[src/rtl/fetch_pkg.sv]
// Shared types and constants for the instruction-fetch stage.
package fetch_pkg;

  localparam int INSTR_W = 32;
  localparam logic [INSTR_W-1:0] NOP_INSTR = 32'h0;

  typedef enum logic [1:0] {
    IDLE = 2'd0,
    RUN  = 2'd1,
    HALT = 2'd2
  } fetch_state_e;

  // Per-cycle command to the IF/ID register.
  typedef enum logic [1:0] {
    IFID_HOLD       = 2'd0,
    IFID_LOAD       = 2'd1,
    IFID_BUBBLE     = 2'd2,
    IFID_INVALIDATE = 2'd3
  } ifid_op_e;

endpackage

[src/rtl/fetch_if_id_reg.sv]
// IF/ID pipeline register: load a fetched word, hold it, insert a NOP bubble,
// or just drop its valid bit.
module fetch_if_id_reg
  import fetch_pkg::*;
#(
  parameter int ADDR_W = 32
) (
  input  logic               clk,
  input  logic               rst,
  input  ifid_op_e           op,
  input  logic [INSTR_W-1:0] instr_in,
  input  logic [ADDR_W-1:0]  pc_in,
  output logic [INSTR_W-1:0] instruction,
  output logic [ADDR_W-1:0]  pc,
  output logic               valid
);

  always_ff @(posedge clk) begin
    if (rst) begin
      instruction <= NOP_INSTR;
      pc          <= '0;
      valid       <= 1'b0;
    end else begin
      case (op)
        IFID_LOAD: begin
          instruction <= instr_in;
          pc          <= pc_in;
          valid       <= 1'b1;
        end
        IFID_BUBBLE: begin
          instruction <= NOP_INSTR;
          valid       <= 1'b0;
        end
        IFID_INVALIDATE: valid <= 1'b0;
        default: ;
      endcase
    end
  end

endmodule

[src/rtl/fetch_sequencer.sv]
// Fetch controller: FSM, PC mux and optional perf counters (FETCH_PERF_CNT_EN).
// state_dbg exposes the FSM state for checkers.
module fetch_sequencer
  import fetch_pkg::*;
#(
  parameter int                ADDR_W   = 32,
  parameter logic [ADDR_W-1:0] RESET_PC = '0,
  parameter logic [ADDR_W-1:0] LAST_PC  = ADDR_W'(5)
) (
  input  logic               clk,
  input  logic               rst,
  input  logic               start,
  input  logic               halt_req,
  input  logic               stall,
  input  logic               branch_taken,
  input  logic [ADDR_W-1:0]  branch_target,
  output logic [ADDR_W-1:0]  imem_address,
  input  logic [INSTR_W-1:0] imem_instruction,
  output logic [INSTR_W-1:0] if_id_instruction,
  output logic [ADDR_W-1:0]  if_id_pc,
  output logic               if_id_valid,
  output logic               done,
  output logic [31:0]        fetch_count,
  output logic [31:0]        stall_count,
  output fetch_state_e       state_dbg
);

  // Handshake: if_id_valid qualifies if_id_* every cycle; there is no ready,
  // decode applies back-pressure with stall, which freezes pc and if_id_*.
  fetch_state_e      state_q, state_d;
  logic [ADDR_W-1:0] pc_q, pc_d;
  logic              done_q, done_d;
  logic              fetch_inc, stall_inc;
  ifid_op_e          ifid_op;

  always_ff @(posedge clk) begin
    if (rst) begin
      state_q <= IDLE;
      pc_q    <= RESET_PC;
      done_q  <= 1'b0;
    end else begin
      state_q <= state_d;
      pc_q    <= pc_d;
      done_q  <= done_d;
    end
  end

  always_comb begin
    state_d   = state_q;
    pc_d      = pc_q;
    done_d    = 1'b0;
    fetch_inc = 1'b0;
    stall_inc = 1'b0;
    ifid_op   = IFID_HOLD;
    case (state_q)
      RUN: begin
        if (halt_req) begin
          state_d = HALT;
          ifid_op = IFID_INVALIDATE;
          if (branch_taken) pc_d = branch_target;
        end else if (branch_taken) begin
          // A redirect outranks both stall and the end-of-program check.
          pc_d    = branch_target;
          ifid_op = IFID_BUBBLE;
        end else if (stall) begin
          stall_inc = 1'b1;
        end else begin
          ifid_op   = IFID_LOAD;
          fetch_inc = 1'b1;
          pc_d      = pc_q + ADDR_W'(1);
          if (pc_q == LAST_PC) begin
            state_d = HALT;
            done_d  = 1'b1;
          end
        end
      end
      default: begin
        ifid_op = IFID_INVALIDATE;
        if (branch_taken) pc_d = branch_target;
        if (start) state_d = RUN;
      end
    endcase
  end

  fetch_if_id_reg #(.ADDR_W(ADDR_W)) u_if_id (
    .clk         (clk),
    .rst         (rst),
    .op          (ifid_op),
    .instr_in    (imem_instruction),
    .pc_in       (pc_q),
    .instruction (if_id_instruction),
    .pc          (if_id_pc),
    .valid       (if_id_valid)
  );

  assign imem_address = pc_q;
  assign done         = done_q;
  assign state_dbg    = state_q;

`ifdef FETCH_PERF_CNT_EN
  logic [31:0] fetch_cnt_q, stall_cnt_q;

  always_ff @(posedge clk) begin
    if (rst) begin
      fetch_cnt_q <= '0;
      stall_cnt_q <= '0;
    end else begin
      if (fetch_inc && fetch_cnt_q != 32'hFFFF_FFFF) fetch_cnt_q <= fetch_cnt_q + 32'd1;
      if (stall_inc && stall_cnt_q != 32'hFFFF_FFFF) stall_cnt_q <= stall_cnt_q + 32'd1;
    end
  end

  assign fetch_count = fetch_cnt_q;
  assign stall_count = stall_cnt_q;
`else
  logic unused_cnt;
  assign unused_cnt  = fetch_inc ^ stall_inc;
  assign fetch_count = 32'h0;
  assign stall_count = 32'h0;
`endif

endmodule

[config.mk]
export PLATFORM = sky130hd
export DESIGN_NAME = fetch_sequencer
export DESIGN_NICKNAME = d
export VERILOG_FILES = /design/src/rtl/fetch_pkg.sv /design/src/rtl/fetch_if_id_reg.sv /design/src/rtl/fetch_sequencer.sv
export SDC_FILE = /design/constraint.sdc
export NUM_CORES = 1
export LEC_CHECK = 0
export ABC_AREA = 0
export BUFFER_PORTS_ARGS = -buffer_cell sky130_fd_sc_hd__buf_4
export CAP_MARGIN = 20
export CORE_MARGIN = 3
export CORE_UTILIZATION = 43
export CTS_CLUSTER_DIAMETER = 200
export CTS_CLUSTER_SIZE = 40
export DETAILED_ROUTE_END_ITERATION = 8
export GPL_TIMING_DRIVEN = 1
export MAX_ROUTING_LAYER = met4
export PLACE_DENSITY_LB_ADDON = 0.08
export SETUP_SLACK_MARGIN = 0.1
export SYNTH_ARGS = -nofsm -noshare
export SYNTH_HDL_FRONTEND = slang
export SYNTH_HIERARCHICAL = 1
export SYNTH_SLANG_ARGS = --single-unit
[constraint.sdc]
create_clock -name clk -period 2.8 [get_ports clk]
set_clock_uncertainty 0.05 [all_clocks]
set_input_delay 0.42 -clock clk [delete_from_list [all_inputs] [get_ports clk]]
set_output_delay 0.42 -clock clk [all_outputs]
set_load 0.1 [all_outputs]
==> metrics.txt, run 1 <==
# TYPE chip_impl_metric gauge
chip_impl_info{name="grt_setup_unrepaired",value="no"} 1
chip_impl_metric{name="hold_ws",unit="ps"} 248
chip_impl_metric{name="detail_route.vias_per_cell",unit=""} 5.30
chip_impl_metric{name="grt_max_degree",unit=""} 38
chip_impl_metric{name="cts.hold.buffers_added",unit=""} 0
chip_impl_info{name="synth_top_cells_by_area",value="sky130_fd_sc_hd__dfxtp_1, sky130_fd_sc_hd__buf_4, sky130_fd_sc_hd__mux2i_1"} 1
chip_impl_metric{name="syn2layout_area_growth",unit="%"} 27.2
chip_impl_metric{name="maxSlewViolCount",unit=""} 0
chip_impl_info{name="cts_tree",value="done"} 1
chip_impl_metric{name="yosysSeqAreaShare",unit=""} 0.371
chip_impl_info{name="reg_to_reg_critical_path_startpoint",value="state_dbg[1]"} 1
chip_impl_metric{name="grt_util_all_layers",unit=""} 0.224
chip_impl_info{name="worst_path_max_delay_cell",value="sky130_fd_sc_hd__or4b_1"} 1
chip_impl_metric{name="timing.final.setup_violations",unit=""} 0
chip_impl_metric{name="remaining_drc_errors",unit=""} 0
chip_impl_metric{name="number_of_global_route_vias_before_repair",unit=""} 4601
chip_impl_metric{name="p_clk_frac",unit=""} 0.321
chip_impl_metric{name="timing.setup.tns",unit="ps"} 0
chip_impl_metric{name="critical_path_arrival",unit="ps"} 2780
chip_impl_metric{name="tritoncts_buffer_count",unit=""} 9
chip_impl_metric{name="drt-initial-drc-count",unit=""} 335
chip_impl_metric{name="maxCapViolations",unit=""} 0
chip_impl_metric{name="p_int",unit="mW"} 2.57
chip_impl_metric{name="antenna-diode-count",unit=""} 0
chip_impl_metric{name="share_of_layout_cells_above_drive_strength_1",unit=""} 0.284
chip_impl_metric{name="postCtsSetupRepairBufs",unit=""} 0
chip_impl_info{name="critPathKind",value="flop to flop"} 1
chip_impl_metric{name="period_needed",unit="ps"} 2570
chip_impl_metric{name="die_w",unit="µm"} 118
chip_impl_metric{name="fp.dieH",unit="µm"} 118
chip_impl_metric{name="yosysTopAreaCellShare",unit=""} 0.371
chip_impl_metric{name="tritonroute_pass_1_iters",unit=""} 6
chip_impl_metric{name="clk_latency",unit="ps"} 350
chip_impl_metric{name="filler_cell_count",unit=""} 1162
chip_impl_metric{name="detail-route-antenna-nets",unit=""} 0
chip_impl_info{name="startpoint",value="state_dbg[1]"} 1
chip_impl_info{name="min_path_type",value="input port to flop"} 1
chip_impl_metric{name="grt_pass1_wl",unit="µm"} 24600
chip_impl_metric{name="power.density_cell_area",unit="nW/µm²"} 616
chip_impl_metric{name="clk_pin_slew",unit="ps"} 70
chip_impl_metric{name="gp_congestion",unit=""} 0.955
chip_impl_metric{name="report.final.hold_viol_count",unit=""} 0
chip_impl_metric{name="peakVddDrop",unit="mV"} 0.279
chip_impl_metric{name="floorplan.initialDensity",unit=""} 0.444
chip_impl_info{name="critical_path.cell_chain",value="or4b_1, or4_4, or4_1, a311oi_1"} 1
chip_impl_metric{name="routed_wire_length_per_instance",unit="µm"} 16.7
chip_impl_metric{name="power.net_switching",unit="mW"} 1.66
chip_impl_metric{name="numClockSinks",unit=""} 100
chip_impl_metric{name="clock_tree.htree_level_count",unit=""} 3
chip_impl_metric{name="cts_buffer_depth",unit=""} 2
chip_impl_metric{name="slowest_delay",unit="ps"} 700
chip_impl_metric{name="switching_share",unit=""} 0.392
chip_impl_info{name="clock-root-buffer",value="sky130_fd_sc_hd__clkbuf_16"} 1
chip_impl_info{name="synthMostInstantiatedCell",value="sky130_fd_sc_hd__dfxtp_1"} 1
chip_impl_info{name="worst_setup_path_end_kind",value="flop"} 1
chip_impl_metric{name="num_io_pins",unit=""} 234
chip_impl_metric{name="placeableCoreArea",unit="µm²"} 12200
chip_impl_metric{name="combPwrFrac",unit=""} 0.306
chip_impl_metric{name="worst-slew-pin-transition",unit="ps"} 745
chip_impl_info{name="dominantRegCellSynth",value="sky130_fd_sc_hd__dfxtp_1"} 1
chip_impl_metric{name="finalPower",unit="mW"} 4.23
chip_impl_metric{name="io_buffers",unit=""} 169
chip_impl_metric{name="worstPathBufferInverterCount",unit=""} 0
chip_impl_metric{name="worst-path-max-fanout",unit=""} 8
chip_impl_metric{name="synth_cell_types",unit=""} 57
chip_impl_metric{name="synth-seq-cells",unit=""} 100
chip_impl_info{name="outcome",value="complete, no violations"} 1
chip_impl_info{name="start_kind",value="flop"} 1
chip_impl_metric{name="synth-async-reset-ratio",unit=""} 0
chip_impl_metric{name="share_seq_of_total_power",unit=""} 0.374
chip_impl_metric{name="antenna_found_initial",unit=""} 0
chip_impl_metric{name="detailed_place_hpwl",unit="µm"} 11800
chip_impl_info{name="synthTopCellsByCount",value="sky130_fd_sc_hd__dfxtp_1, sky130_fd_sc_hd__buf_4, sky130_fd_sc_hd__nor2_1, sky130_fd_sc_hd__a21oi_1"} 1
chip_impl_metric{name="die-area",unit="µm²"} 13900
chip_impl_metric{name="grt.overflow.total",unit=""} 0
chip_impl_metric{name="post-route-period-util",unit=""} 0.916
chip_impl_metric{name="post_cts_resized",unit=""} 0
chip_impl_info{name="worstHoldStart",value="branch_target[0]"} 1
chip_impl_metric{name="synth_enable_flop_cells",unit=""} 0
chip_impl_metric{name="num_vias",unit=""} 5011
chip_impl_metric{name="worst-endpoint-required",unit="ps"} 3010
chip_impl_metric{name="total_leakage_power",unit="nW"} 2.78
chip_impl_metric{name="syn_inst",unit=""} 617
chip_impl_metric{name="fp-row-count",unit=""} 40
chip_impl_metric{name="synth-warning-count",unit=""} 6
chip_impl_metric{name="postSynthAreaPerCell",unit="µm²"} 8.76
chip_impl_metric{name="finish.net_count",unit=""} 851
chip_impl_metric{name="synthesis.area",unit="µm²"} 5400
chip_impl_info{name="cp_top_family",value="simple AND/OR/NAND/NOR gates"} 1
chip_impl_info{name="yosysTopAreaCell",value="sky130_fd_sc_hd__dfxtp_1"} 1
chip_impl_metric{name="slew_headroom",unit=""} 0.503
chip_impl_metric{name="clock.fmax",unit="MHz"} 390
chip_impl_metric{name="routed_wire_length",unit="µm"} 15800
==> through the flow <==
stage / utilization / instances / instance area, µm² / setup WS (ps)
after floorplan: - / 680 / 5650 / 102
after global placement: 0.538 / 931 / 6550 / 90.0
after detailed placement: 0.538 / 931 / 6550 / 83.3
after CTS: 0.565 / 946 / 6870 / 255
after global routing: 0.565 / 946 / 6870 / 163
final: 0.565 / 946 / 6870 / 234
==> metal layers <==
| metal | global-route usage | routed length, µm | vias up | part of all wire |
|---|---|---|---|---|
| met5 | - | 0 | - | 0 |
| met4 | 0.0835 | 316 | 0 | 0.020 |
| met3 | 0.0389 | 998 | 22 | 0.063 |
| met2 | 0.345 | 7380 | 220 | 0.47 |
| met1 | 0.294 | 7110 | 2359 | 0.45 |
| li1 | - | - | 2410 | - |
==> cell families (layout without fill, tap and decap cells) <==
logic type	after synthesis	in the layout	synth area share
AOI/OAI and AO/OA	97	97	0.121
muxes	32	32	0.0593
buffers and inverters	114	212	0.145
xor gates and xnor gates	8	8	0.0130
adders and majority gates	7	7	0.0162
other	1	64	0.000694
and+or+nand+nor	258	258	0.274
DFF	100	100	0.371
==> power by group through the flow <==
stage / Clock [mW] / Combinational (mW) / Sequential, mW
after global placement: 0 / 1.29 / 1.61
after detailed placement: 0 / 1.29 / 1.61
after global routing: 1.44 / 1.34 / 1.59
after CTS: 1.39 / 1.30 / 1.58
after floorplan: 0 / 0.675 / 2.05
final: 1.36 / 1.30 / 1.58
==> final cells by class <==
class	instances	area, µm²	share of cell area
multi-input cells	466	2860	0.415
flip-flops and latches	100	2020	0.293
repair buffers	187	1430	0.208
clock buffers	11	253	0.0368
well taps	168	210	0.0306
clock inverters	4	72.6	0.0106
inverters	10	37.5	0.00546
==> path summary, 6_finish.rpt <==
path | endpoint | slack (ps) | cells past startpoint
worst max-delay path | imem_address[31] | 230 | 4
worst min-delay path | imem_address[0] | 250 | 2
worst max register to register | imem_address[31] | 230 | 4
worst min register to register | u_if_id/valid | 420 | 2
==> cell usage in the layout (no fill, tap or decap), types with 4 or more instances in the layout <==
cell,instances
sky130_fd_sc_hd__nor2_1,61
sky130_fd_sc_hd__and4_1,6
sky130_fd_sc_hd__dfxtp_1,89
sky130_fd_sc_hd__nor4b_1,4
sky130_fd_sc_hd__xnor2_1,5
sky130_fd_sc_hd__and3_1,5
sky130_fd_sc_hd__ha_1,6
sky130_fd_sc_hd__nand2_1,26
sky130_fd_sc_hd__conb_1,64
sky130_fd_sc_hd__nor4_1,14
sky130_fd_sc_hd__a211oi_1,8
sky130_fd_sc_hd__o21ai_0,8
sky130_fd_sc_hd__a311oi_1,12
sky130_fd_sc_hd__a21oi_1,36
sky130_fd_sc_hd__mux2i_1,32
sky130_fd_sc_hd__buf_4,185
sky130_fd_sc_hd__o31ai_1,8
sky130_fd_sc_hd__or3_1,8
sky130_fd_sc_hd__or4_1,14
sky130_fd_sc_hd__inv_1,10
sky130_fd_sc_hd__dfxtp_2,11
sky130_fd_sc_hd__nand3b_1,33
sky130_fd_sc_hd__nand3_1,18
sky130_fd_sc_hd__nand4_1,18
sky130_fd_sc_hd__nor3_1,7
sky130_fd_sc_hd__clkbuf_16,9
sky130_fd_sc_hd__nand2b_1,33
==> state kept, by name (all words and copies together), names as in the netlist <==
register	cells
state_dbg	2
u_if_id/instruction	32
done	1
u_if_id/valid	1
imem_address	32
u_if_id/pc	32
No activity file was read; power rests on OpenSTA's default activity.
==> run 2: changes to the inputs <==
BUFFER_PORTS_ARGS = default   (was -buffer_cell sky130_fd_sc_hd__buf_4)
CORE_ASPECT_RATIO = 1.4   (was default)
DONT_BUFFER_PORTS = 1   (was default)
==> metrics.txt, run 2 (same netlist as run 1, synthesis figures left out) <==
# TYPE chip_impl_metric gauge
chip_impl_info{name="outcome",value="complete, no violations"} 1
chip_impl_metric{name="floorplan.initialDensity",unit=""} 0.448
chip_impl_metric{name="maxCapViolations",unit=""} 0
chip_impl_metric{name="cts_buffer_depth",unit=""} 2
chip_impl_metric{name="timing.final.setup_violations",unit=""} 0
chip_impl_info{name="mostFrequentLayoutCell",value="sky130_fd_sc_hd__dfxtp_1"} 1
chip_impl_info{name="min_path_type",value="input port to flop"} 1
chip_impl_metric{name="remaining_drc_errors",unit=""} 0
chip_impl_metric{name="antenna_found_initial",unit=""} 0
chip_impl_metric{name="fp-row-count",unit=""} 47
chip_impl_metric{name="reg2reg_slack",unit="ps"} 320
chip_impl_metric{name="total_leakage_power",unit="nW"} 2.03
chip_impl_metric{name="numClockSinks",unit=""} 100
chip_impl_metric{name="tritoncts_buffer_count",unit=""} 9
chip_impl_info{name="reg_to_reg_critical_path_startpoint",value="state_dbg[1]"} 1
chip_impl_metric{name="drt-initial-drc-count",unit=""} 150
chip_impl_metric{name="worst-path-max-fanout",unit=""} 64
chip_impl_metric{name="fp.dieH",unit="µm"} 139
chip_impl_metric{name="detail_route.vias_per_cell",unit=""} 5.65
chip_impl_metric{name="num_vias",unit=""} 4444
chip_impl_metric{name="slowest_delay",unit="ps"} 420
chip_impl_info{name="start_kind",value="flop"} 1
chip_impl_metric{name="timing.setup.tns",unit="ps"} 0
chip_impl_metric{name="clk_pin_slew",unit="ps"} 70
chip_impl_metric{name="worst-endpoint-required",unit="ps"} 3030
chip_impl_metric{name="detail-route-antenna-nets",unit=""} 0
chip_impl_metric{name="clock.fmax",unit="MHz"} 403
chip_impl_info{name="cp_top_family",value="buffers and inverters"} 1
chip_impl_metric{name="finish.net_count",unit=""} 711
chip_impl_metric{name="worst-slew-pin-transition",unit="ps"} 1010
chip_impl_metric{name="maxSlewViolCount",unit=""} 0
chip_impl_metric{name="post-route-cell-area",unit="µm²"} 5750
chip_impl_metric{name="tritonroute_pass_1_iters",unit=""} 6
chip_impl_metric{name="number_of_global_route_vias_before_repair",unit=""} 4310
chip_impl_info{name="critPathKind",value="flop to flop"} 1
chip_impl_metric{name="gp_congestion",unit=""} 0.959
chip_impl_metric{name="post-route-period-util",unit=""} 0.886
chip_impl_info{name="cts_tree",value="done"} 1
chip_impl_metric{name="num_io_pins",unit=""} 234
chip_impl_info{name="worst_setup_path_end_kind",value="flop"} 1
chip_impl_metric{name="worstPathBufferInverterCount",unit=""} 4
chip_impl_metric{name="syn2layout_area_growth",unit="%"} 6.35
chip_impl_info{name="critical_path.cell_chain",value="buf_4, nor3b_1, buf_4, o21ai_0, inv_1, ha_1, buf_4, nand3b_1, a21oi_1"} 1
chip_impl_metric{name="dpl-instance-area",unit="µm²"} 5460
chip_impl_info{name="worst_path_max_delay_cell",value="sky130_fd_sc_hd__buf_4"} 1
chip_impl_metric{name="cell_depth_of_the_worst_min_delay_path",unit=""} 1
chip_impl_metric{name="clk_latency",unit="ps"} 360
chip_impl_metric{name="clock_tree.htree_level_count",unit=""} 3
chip_impl_metric{name="placeableCoreArea",unit="µm²"} 12100
chip_impl_metric{name="grt.overflow.total",unit=""} 0
chip_impl_metric{name="r2r_cells",unit=""} 9
chip_impl_metric{name="period_needed",unit="ps"} 2480
chip_impl_metric{name="detailed_place_hpwl",unit="µm"} 11500
chip_impl_info{name="grt_setup_unrepaired",value="no"} 1
chip_impl_metric{name="layout.core_utilization",unit=""} 0.477
chip_impl_metric{name="slew_headroom",unit=""} 0.329
chip_impl_info{name="critical-path-top-cell-by-count",value="sky130_fd_sc_hd__buf_4"} 1
chip_impl_metric{name="routed_wire_length_per_instance",unit="µm"} 19.8
chip_impl_metric{name="die-area",unit="µm²"} 14000
chip_impl_metric{name="io_buffers",unit=""} 0
chip_impl_info{name="clock-root-buffer",value="sky130_fd_sc_hd__clkbuf_16"} 1
chip_impl_metric{name="critical_path_arrival",unit="ps"} 2710
chip_impl_info{name="worstHoldEndpoint",value="imem_address[1]"} 1
chip_impl_info{name="worstHoldStart",value="rst"} 1
chip_impl_metric{name="peakVddDrop",unit="mV"} 0.294
chip_impl_info{name="crit-reg2reg-capture",value="u_if_id/instruction[17]"} 1
chip_impl_metric{name="grt_util_all_layers",unit=""} 0.221
chip_impl_metric{name="report.final.hold_viol_count",unit=""} 0
chip_impl_metric{name="grt_max_degree",unit=""} 100
chip_impl_metric{name="share_of_layout_cells_above_drive_strength_1",unit=""} 0.130
chip_impl_metric{name="power.density_cell_area",unit="nW/µm²"} 685
chip_impl_metric{name="die_w",unit="µm"} 101
chip_impl_metric{name="routed_wire_length",unit="µm"} 15600
chip_impl_metric{name="antenna-diode-count",unit=""} 0
chip_impl_metric{name="grt_pass1_wl",unit="µm"} 23700
chip_impl_info{name="layout.cells.most_common_list",value="sky130_fd_sc_hd__dfxtp_1, sky130_fd_sc_hd__conb_1, sky130_fd_sc_hd__nor2_1"} 1
[run 2: changes by cell type in the layout (fill, tap and decap cells not counted), sizes merged]
cell / previous run / this run
clkinvlp: 1 / 3
bufinv: 2 / 0
clkbuf: 11 / 9
inv: 10 / 12
buf: 187 / 47
clkinv: 1 / 2
[run 2: power breakdown]
group / leakage [nW] / internal, mW / switching (mW)
sequential: 0.820 / 1.49 / 0.292
clock: 0.130 / 0.616 / 0.604
combinational: 1.08 / 0.154 / 0.782
[run 2: worst max-delay path by stage]
stage	start	end	depth (start not counted)
floorplan	imem_address[9]	imem_address[30]	4
global placement	halt_req	imem_address[31]	4
detailed placement	halt_req	imem_address[31]	4
CTS	state_dbg[1]	u_if_id/instruction[0]	8
global route	state_dbg[1]	u_if_id/instruction[0]	9
finish	state_dbg[1]	u_if_id/instruction[17]	9
[run 2: area by class of cell]
cell class                 instances  area [µm²]
timing repair buffer              47         365
sequential                       100        2020
inverter                          10        37.5
clock inverter                     7        60.1
tap                              147         184
fill                            1209        6310
clock buffer                       9         225
multi-input combinational        466        2860
[run 2: per-stage QoR]
step	total power [mW]	std cells	worst slack [ps]	hold WS [ps]
floorplan	2.72	680	102	507
global placement	2.74	770	279	430
detailed placement	2.75	770	267	442
CTS	3.97	786	262	68.2
global route	4.08	786	159	68.1
finish	3.94	786	320	81.4
[run 2: repair_timing]
| action | in CTS | in global routing |
|---|---|---|
| gates resized for setup | 0 | 1 |
| hold buffers | 0 | 0 |
| setup buffers | 0 | 0 |
| setup endpoints to repair | 0 | 2 |
[run 2: per-layer routing]
layer  track usage  vias up  wire (µm)
met1         0.250     2091       5900
met4        0.0852        0        380
met2         0.370      201       7960
met5             -        -          0
met3        0.0533       25       1360
li1              -     2127          -
==> run 3: changes to the inputs <==
SETUP_SLACK_MARGIN = 0.5   (was 0.1)
==> metrics.txt, run 3 (same netlist as run 1, synthesis figures left out) <==
# TYPE chip_impl_metric gauge
chip_impl_info{name="outcome",value="complete, no violations"} 1
chip_impl_info{name="mostFrequentLayoutCell",value="sky130_fd_sc_hd__dfxtp_1"} 1
chip_impl_metric{name="num_vias",unit=""} 4503
chip_impl_metric{name="grt_max_degree",unit=""} 100
chip_impl_metric{name="cts.hold.buffers_added",unit=""} 0
chip_impl_metric{name="total_leakage_power",unit="nW"} 2.04
chip_impl_metric{name="post-place-cells",unit=""} 762
chip_impl_metric{name="clock.fmax",unit="MHz"} 433
chip_impl_metric{name="worst-slew-pin-transition",unit="ps"} 1040
chip_impl_metric{name="worst-endpoint-required",unit="ps"} 3000
chip_impl_metric{name="maxCapViolations",unit=""} 0
chip_impl_metric{name="seq_area",unit="µm²"} 2070
chip_impl_metric{name="routed-wl-met3",unit="µm"} 1330
chip_impl_metric{name="remaining_drc_errors",unit=""} 0
chip_impl_metric{name="tritoncts_buffer_count",unit=""} 9
chip_impl_metric{name="share_of_layout_cells_above_drive_strength_1",unit=""} 0.169
chip_impl_metric{name="post-route-period-util",unit=""} 0.824
chip_impl_info{name="critPathKind",value="flop to flop"} 1
chip_impl_metric{name="timing.final.setup_violations",unit=""} 0
chip_impl_metric{name="detailed_place_hpwl",unit="µm"} 11500
chip_impl_metric{name="detail_route.vias_per_cell",unit=""} 5.76
chip_impl_metric{name="slew_headroom",unit=""} 0.307
chip_impl_metric{name="routed_wire_length_per_instance",unit="µm"} 20.2
chip_impl_metric{name="drt-initial-drc-count",unit=""} 249
chip_impl_info{name="layout.cells.most_common_list",value="sky130_fd_sc_hd__dfxtp_1, sky130_fd_sc_hd__conb_1, sky130_fd_sc_hd__nor2_1"} 1
chip_impl_metric{name="worst-path-max-fanout",unit=""} 8
chip_impl_metric{name="numClockSinks",unit=""} 100
chip_impl_metric{name="routed_wire_length",unit="µm"} 15800
chip_impl_metric{name="critical_path_arrival",unit="ps"} 2510
chip_impl_info{name="min_path_type",value="input port to flop"} 1
chip_impl_metric{name="cts_buffer_depth",unit=""} 2
chip_impl_metric{name="power.density_cell_area",unit="nW/µm²"} 680
chip_impl_info{name="grt_setup_unrepaired",value="yes"} 1
chip_impl_metric{name="clk_pin_slew",unit="ps"} 80
chip_impl_metric{name="num_io_pins",unit=""} 234
chip_impl_metric{name="timing.setup.tns",unit="ps"} 0
chip_impl_metric{name="report.final.hold_viol_count",unit=""} 0
chip_impl_metric{name="multi_input_comb_area",unit="µm²"} 2920
chip_impl_metric{name="layout.cells.non_filler",unit=""} 782
chip_impl_metric{name="grt.overflow.total",unit=""} 0
chip_impl_metric{name="number_of_global_route_vias_before_repair",unit=""} 4230
chip_impl_info{name="worst_setup_path_end_kind",value="flop"} 1
chip_impl_metric{name="peakVddDrop",unit="mV"} 0.306
chip_impl_metric{name="detail-route-antenna-nets",unit=""} 0
chip_impl_metric{name="clock_tree.htree_level_count",unit=""} 3
chip_impl_metric{name="filler_cell_count",unit=""} 1178
chip_impl_metric{name="placeableCoreArea",unit="µm²"} 12100
chip_impl_metric{name="clk_latency",unit="ps"} 350
chip_impl_metric{name="grt_util_all_layers",unit=""} 0.221
chip_impl_metric{name="finish.net_count",unit=""} 707
chip_impl_metric{name="io_buffers",unit=""} 0
chip_impl_metric{name="syn2layout_area_growth",unit="%"} 7.97
chip_impl_info{name="cts_tree",value="done"} 1
chip_impl_info{name="start_kind",value="flop"} 1
chip_impl_metric{name="maxSlewViolCount",unit=""} 0
chip_impl_metric{name="gp_congestion",unit=""} 0.891
chip_impl_metric{name="fp-row-count",unit=""} 47
chip_impl_info{name="dr.max_layer_used",value="met4"} 1
chip_impl_info{name="clock-root-buffer",value="sky130_fd_sc_hd__clkbuf_16"} 1
chip_impl_metric{name="grt_pass1_wl",unit="µm"} 23600
chip_impl_metric{name="floorplan.initialDensity",unit=""} 0.448
chip_impl_metric{name="die_w",unit="µm"} 101
chip_impl_metric{name="met2RoutedLength",unit="µm"} 8160
chip_impl_metric{name="met1_layer_wirelength_in_the_final_routing",unit="µm"} 5910
chip_impl_metric{name="fp.dieH",unit="µm"} 139
chip_impl_metric{name="die-area",unit="µm²"} 14000
chip_impl_metric{name="tritonroute_pass_1_iters",unit=""} 5
chip_impl_metric{name="antenna-diode-count",unit=""} 0
chip_impl_metric{name="period_needed",unit="ps"} 2310
chip_impl_metric{name="antenna_found_initial",unit=""} 0
==> run 3: cell types whose count changed in the layout (fill, tap and decap cells not counted), sizes merged <==
cell / change
bufinv: +1
buf: -5
clkinvlp: -1
inv: -1
clkbuf: +1
clkdlybuf4s18: +1
==> run 3: power by group <==
part           switching (mW)  internal, mW
Combinational           0.712         0.150
Sequential              0.367          1.49
Clock                   0.558         0.692
==> run 3: repair_timing <==
| item | CTS | global route |
|---|---|---|
| buffers inserted | 3 | 1 |
| resized for setup | 8 | 8 |
| endpoints found under the setup margin | 42 | 48 |
| pin swaps | 3 | 2 |
==> run 3: cell type report <==
| type | instances | area share |
|---|---|---|
| Tap cell | 147 | 0.0315 |
| Clock inverter | 6 | 0.0107 |
| Multi-Input combinational cell | 466 | 0.500 |
| Inverter | 10 | 0.00644 |
| Timing Repair Buffer | 43 | 0.0577 |
| Sequential cell | 100 | 0.354 |
| Clock buffer | 10 | 0.0393 |
==> run 3: worst paths after layout <==
| path | start | end | slack, ps | cells past startpoint |
|---|---|---|---|---|
| hold reg to reg | imem_address[12] | imem_address[12] | 490 | 2 |
| setup / recovery | imem_address[3] | imem_address[30] | 490 | 4 |
| hold / removal | rst | u_if_id/instruction[21] | 90 | 1 |
| setup reg to reg | imem_address[3] | imem_address[30] | 490 | 4 |
==> run 3: critical path: stages (launching register included) <==
cell                        delay (ps)
sky130_fd_sc_hd__dfxtp_4           580
sky130_fd_sc_hd__nand4_1           310
sky130_fd_sc_hd__or4_4             590
sky130_fd_sc_hd__or3_1             380
sky130_fd_sc_hd__a2111oi_2         300
==> run 3: metal layers <==
layer	GRT usage	up-vias
li1	-	2117
met1	0.245	2145
met2	0.376	216
met3	0.0488	25
met4	0.0908	0
met5	-	-
==> run 3: metrics by stage <==
| step | utilization | hold slack [ps] | worst slack [ps] | total power, mW | cell area (µm²) |
|---|---|---|---|---|---|
| after floorplan | - | 504 | 426 | 2.73 | 5710 |
| after global placement | 0.452 | 447 | 331 | 2.73 | 5450 |
| after detailed placement | 0.452 | 450 | 250 | 2.74 | 5450 |
| after CTS | 0.480 | 77.7 | 486 | 3.99 | 5790 |
| after global routing | 0.484 | 68.4 | 406 | 4.11 | 5830 |
| final | 0.484 | 88.1 | 491 | 3.97 | 5830 |
